## src/rtl/regbank_dump_ctrl.sv

```systemverilog
// Register bank dump sequencer: shares bank read port 1 between the
// pipeline and a debug dump that streams every register over valid/ready.
module regbank_dump_ctrl #(
  parameter int BANK_SIZE   = 32,
  parameter int ADDR_LENGTH = 5,
  parameter int DATA_LENGTH = 32
) (
  input  logic                   i_clk,
  input  logic                   i_rst,
  input  logic                   i_start,
  input  logic                   i_halted,
  output logic                   o_halt_req,
  input  logic [ADDR_LENGTH-1:0] i_pipe_reg1,
  output logic [ADDR_LENGTH-1:0] o_bank_reg1,
  input  logic [DATA_LENGTH-1:0] i_bank_rg1D,
  output logic [DATA_LENGTH-1:0] o_data,
  output logic                   o_valid,
  input  logic                   i_ready,
  output logic                   o_busy,
  output logic                   o_done
);

  typedef enum logic [2:0] {
    S_IDLE,
    S_HALT_WAIT,
    S_READ,
    S_SEND,
    S_DONE
  } state_t;

  localparam logic [ADDR_LENGTH-1:0] LAST_IDX =
    ADDR_LENGTH'(BANK_SIZE - 1);

  state_t                 state_q, state_d;
  logic [ADDR_LENGTH-1:0] idx_q, idx_d;
  logic [DATA_LENGTH-1:0] data_q, data_d;
  logic                   valid_q, valid_d;
  logic                   halt_q, halt_d;
  logic                   done_q, done_d;
  logic                   busy_q, busy_d;
  logic [ADDR_LENGTH-1:0] bank_reg1;

  always_comb begin
    state_d   = state_q;
    idx_d     = idx_q;
    data_d    = data_q;
    valid_d   = valid_q;
    halt_d    = halt_q;
    done_d    = 1'b0;
    bank_reg1 = i_pipe_reg1;
    unique case (state_q)
      S_IDLE: begin
        if (i_start) begin
          state_d = S_HALT_WAIT;
          halt_d  = 1'b1;
          idx_d   = '0;
        end
      end
      S_HALT_WAIT: begin
        if (i_halted) state_d = S_READ;
      end
      S_READ: begin
        bank_reg1 = idx_q;
        data_d    = i_bank_rg1D;
        valid_d   = 1'b1;
        state_d   = S_SEND;
      end
      S_SEND: begin
        bank_reg1 = idx_q;
        // The last index ends the dump; idx never wraps.
        if (valid_q && i_ready) begin
          valid_d = 1'b0;
          if (idx_q == LAST_IDX) begin
            state_d = S_DONE;
            done_d  = 1'b1;
          end else begin
            idx_d   = idx_q + 1'b1;
            state_d = S_READ;
          end
        end
      end
      S_DONE: begin
        halt_d  = 1'b0;
        state_d = S_IDLE;
      end
      default: begin
        state_d = S_IDLE;
        halt_d  = 1'b0;
        valid_d = 1'b0;
      end
    endcase
    busy_d = (state_d != S_IDLE);
  end

  always_ff @(posedge i_clk) begin
    if (i_rst) begin
      state_q <= S_IDLE;
      idx_q   <= '0;
      data_q  <= '0;
      valid_q <= 1'b0;
      halt_q  <= 1'b0;
      done_q  <= 1'b0;
      busy_q  <= 1'b0;
    end else begin
      state_q <= state_d;
      idx_q   <= idx_d;
      data_q  <= data_d;
      valid_q <= valid_d;
      halt_q  <= halt_d;
      done_q  <= done_d;
      busy_q  <= busy_d;
    end
  end

  assign o_bank_reg1 = bank_reg1;
  assign o_data      = data_q;
  assign o_valid     = valid_q;
  assign o_halt_req  = halt_q;
  assign o_done      = done_q;
  assign o_busy      = busy_q;

endmodule
```

## config.mk

```make
export PLATFORM = sky130hd
export DESIGN_NAME = regbank_dump_ctrl
export DESIGN_NICKNAME = d
export VERILOG_FILES = /design/src/rtl/regbank_dump_ctrl.sv
export SDC_FILE = /design/constraint.sdc
export NUM_CORES = 1
export LEC_CHECK = 0
export ABC_AREA = 1
export BUFFER_PORTS_ARGS = -buffer_cell sky130_fd_sc_hd__buf_2
export CAP_MARGIN = 40
export CORE_MARGIN = 2
export CORE_UTILIZATION = 40
export CTS_BUF_LIST = sky130_fd_sc_hd__clkbuf_8 sky130_fd_sc_hd__clkbuf_16
export DETAILED_ROUTE_END_ITERATION = 6
export HOLD_SLACK_MARGIN = 0.1
export PLACE_DENSITY_LB_ADDON = 0.05
export REMOVE_ABC_BUFFERS = 1
export SYNTH_ARGS = -nofsm -noshare
export SYNTH_HDL_FRONTEND = slang
export SYNTH_SLANG_ARGS = --single-unit
```

## constraint.sdc

```tcl
create_clock -name i_clk -period 1.9 [get_ports i_clk]
set_input_delay 0.38 -clock i_clk [delete_from_list [all_inputs] [get_ports i_clk]]
set_output_delay 0.38 -clock i_clk [all_outputs]
set_load 0.01 [all_outputs]
```

==> results.yml <==
status:
  outcome: "completed"
worst_setup_path:
  endpoint: "o_bank_reg1[0]"
  r2r_end: "idx_q[4]"
  crit_start: "state_q[1]"
  cp_data_arrival_time_ns: 1.36
  critical_path_class: "flip-flop to output pin"
  rr_startpoint: "idx_q[0]"
  end_kind: "output pin"
  startpoint_type: "flip-flop"
  rrSetupSlack_ns: 0.41
  cp.required_ns: 1.52
  crit_fanout: 9
  rr_worst_depth: 11
power_and_ir_drop:
  ir_drop_mv: 0.468
  combPwrFrac: 0.208
  power_mw: 2.22
  p_leak_nw: 1.14
  seqPwrFrac: 0.463
  clkPwrFrac: 0.329
  powerDensity_nw_per_um2: 917
  intPower_mw: 1.56
  switchingPower_mw: 0.660
  swShare: 0.297
timing:
  setup_tns_ns: 0
  slew_viol_final: 0
  setup_viol: 0
  hold_viol: 0
  rsz0062_at_grt: "false"
  period_share: 0.916
  fin_crit_ns: 1.74
  fin_worst_skew_ns: 0.00556
  timing.fmax_mhz: 575
  slew_headroom: 0.726
  worstMarginPinSlew_ns: 0.411
logic_synthesis:
  ys_warn_count: 0
  syn_area_um2: 1890
  ys_top_cells_by_count: "nand2_1 (54), dfxtp_1 (44), nand3_1 (40)"
  synth_ff_type: "dfxtp_1"
  yosysTopAreaCell: "dfxtp_1"
  syn_inst: 242
  yosysSeqAreaShare: 0.465
  synth_edf_count: 0
  synth_seq_cells: 44
  synth_cell_types: 23
  synth.top_cell.area_share: 0.465
  syn_area_per_cell_um2: 7.82
  synth.most_common_cell: "nand2_1"
  ys_top_cells_by_area: "dfxtp_1 (47%), nand2_1 (11%), nand3_1 (11%), a21oi_1 (9.0%), buf_6 (3.6%)"
  synth-async-reset-ratio: 0
final_layout:
  n_antenna_cell: 0
  drive_gt1_frac: 0.362
  area_growth_pct: 27.8
  final_nets: 366
  instances_no_fill: 377
clocking:
  clk_path_buf_depth: 2
  post_cts_buffers: 0
  cts_tree: "done"
  cts_hold_buf: 0
  cts_root_buf: "clkbuf_8"
  clk_transition_reported_paths_ns: 0.09
  clk_latency_ns: 0.30
  htreeDepth: 2
  numCtsBuffers: 5
  clock-sinks: 44
  cts_resized: 0
floorplanning:
  die_y_um: 72.8
  fp.dieW_um: 72.8
  io_pins: 83
  fp-row-count: 25
  dieArea_um2: 5300
  coreArea_um2: 4630
  floorplan.initialDensity: 0.409
place:
  placedCellCount: 369
  place_hpwl_mm: 3.08
  portBuffers: 82
  place_congestion: 0.817
global_route:
  grt_max_degree: 37
  track_usage: 0.165
  grt-ovfl-total: 0
  antenna_found_initial: 0
  grt_pass1_vias: 1599
  grt_pass1_wl_mm: 6.88
detailed_routing:
  routedWlPerCell_um: 11.6
  drt-total-wl_mm: 4.38
  first_pass_iters: 4
  drt-vias-per-instance: 4.80
  drt_iter0_drc: 59
  final_antenna_net_count: 0
  vias: 1808
  drc_errors: 0
hold_path:
  min_path_cells: 3
  min_path_type: "primary input to flip-flop"
job:
  cap_viol_max_count: 0
## routing by layer
metal | part of all wire | routed length, µm | global-route usage | vias to the layer above
met1 | 0.46 | 2000 | 0.196 | 798
met3 | 0.060 | 261 | 0.0470 | 8
met5 | 0 | 0 | 0 | -
li1 | - | - | - | 954
met2 | 0.46 | 2030 | 0.284 | 48
met4 | 0.018 | 81 | 0.0617 | 0
## layout make-up
cell class | instances | area (µm²)
clock buffer | 5 | 68.8
inverter | 19 | 73.8
timing repair buffer | 86 | 440
multi-input combinational | 166 | 842
fill | 502 | 2210
sequential | 44 | 881
clock inverter | 3 | 46.3
tap | 54 | 67.6
## stage by stage
stage	hold slack, ns	setup WS (ns)	cell area [µm²]	utilization
3_5_place_dp	0.450	0.410	2300	0.498
4_1_cts	0.329	0.0779	2420	0.523
6_report	0.338	0.160	2420	0.523
2_1_floorplan	0.442	0.107	1800	-
3_3_place_gp	0.447	0.426	2300	0.498
5_1_grt	0.338	0.0229	2420	0.523
## power by group through the flow
stage	sequential [mW]	clock, mW	combinational, mW
floorplan	1.07	0	0.255
finish	1.03	0.730	0.461
detailed placement	1.05	0	0.467
global route	1.04	0.785	0.523
global placement	1.05	0	0.470
CTS	1.03	0.760	0.469
## flip-flops by register name, indices dropped and copies added (netlist names)
name        count
state_q         3
o_valid         1
o_halt_req      1
o_data         32
o_done          1
idx_q           5
o_busy          1
## worst min path at each step
stage                                from    endpoint  slack (ns)
final                      i_bank_rg1D[9]   o_data[9]        0.34
after CTS                 i_bank_rg1D[27]  o_data[27]        0.33
after global placement          o_data[2]   o_data[2]        0.45
after floorplan                     i_rst    idx_q[2]        0.44
after detailed placement        o_data[8]   o_data[8]        0.45
after global routing       i_bank_rg1D[2]   o_data[2]        0.34
## cell families after synthesis
kind of cell               synth area share
AOI/OAI and AO/OA                     0.124
xor gates and xnor gates            0.00463
adders and majority gates            0.0132
buffers and inverters                0.0899
DFF                                   0.465
and+or+nand+nor                       0.303
## worst max-delay path, cell delays in order (launching register included)
cell     delay [ns]
dfxtp_1        0.41
inv_2          0.06
nor2_4         0.18
inv_2          0.10
o21ai_0        0.15
buf_2          0.15
## cells in the final DEF (no fill, tap or decap), types with 3 or more instances in the layout
cell / netlist / layout
a21oi_1: 34 / 34
a21oi_2: 4 / 4
buf_2: 2 / 82
buf_4: 0 / 4
clkbuf_8: 0 / 5
dfxtp_1: 44 / 44
inv_1: 15 / 14
inv_2: 3 / 4
nand2_1: 54 / 54
nand2_2: 8 / 8
nand2_4: 3 / 3
nand3_1: 40 / 40
nor2_1: 6 / 6
o21ai_0: 5 / 5
No activity file was read; power rests on OpenSTA's default activity.
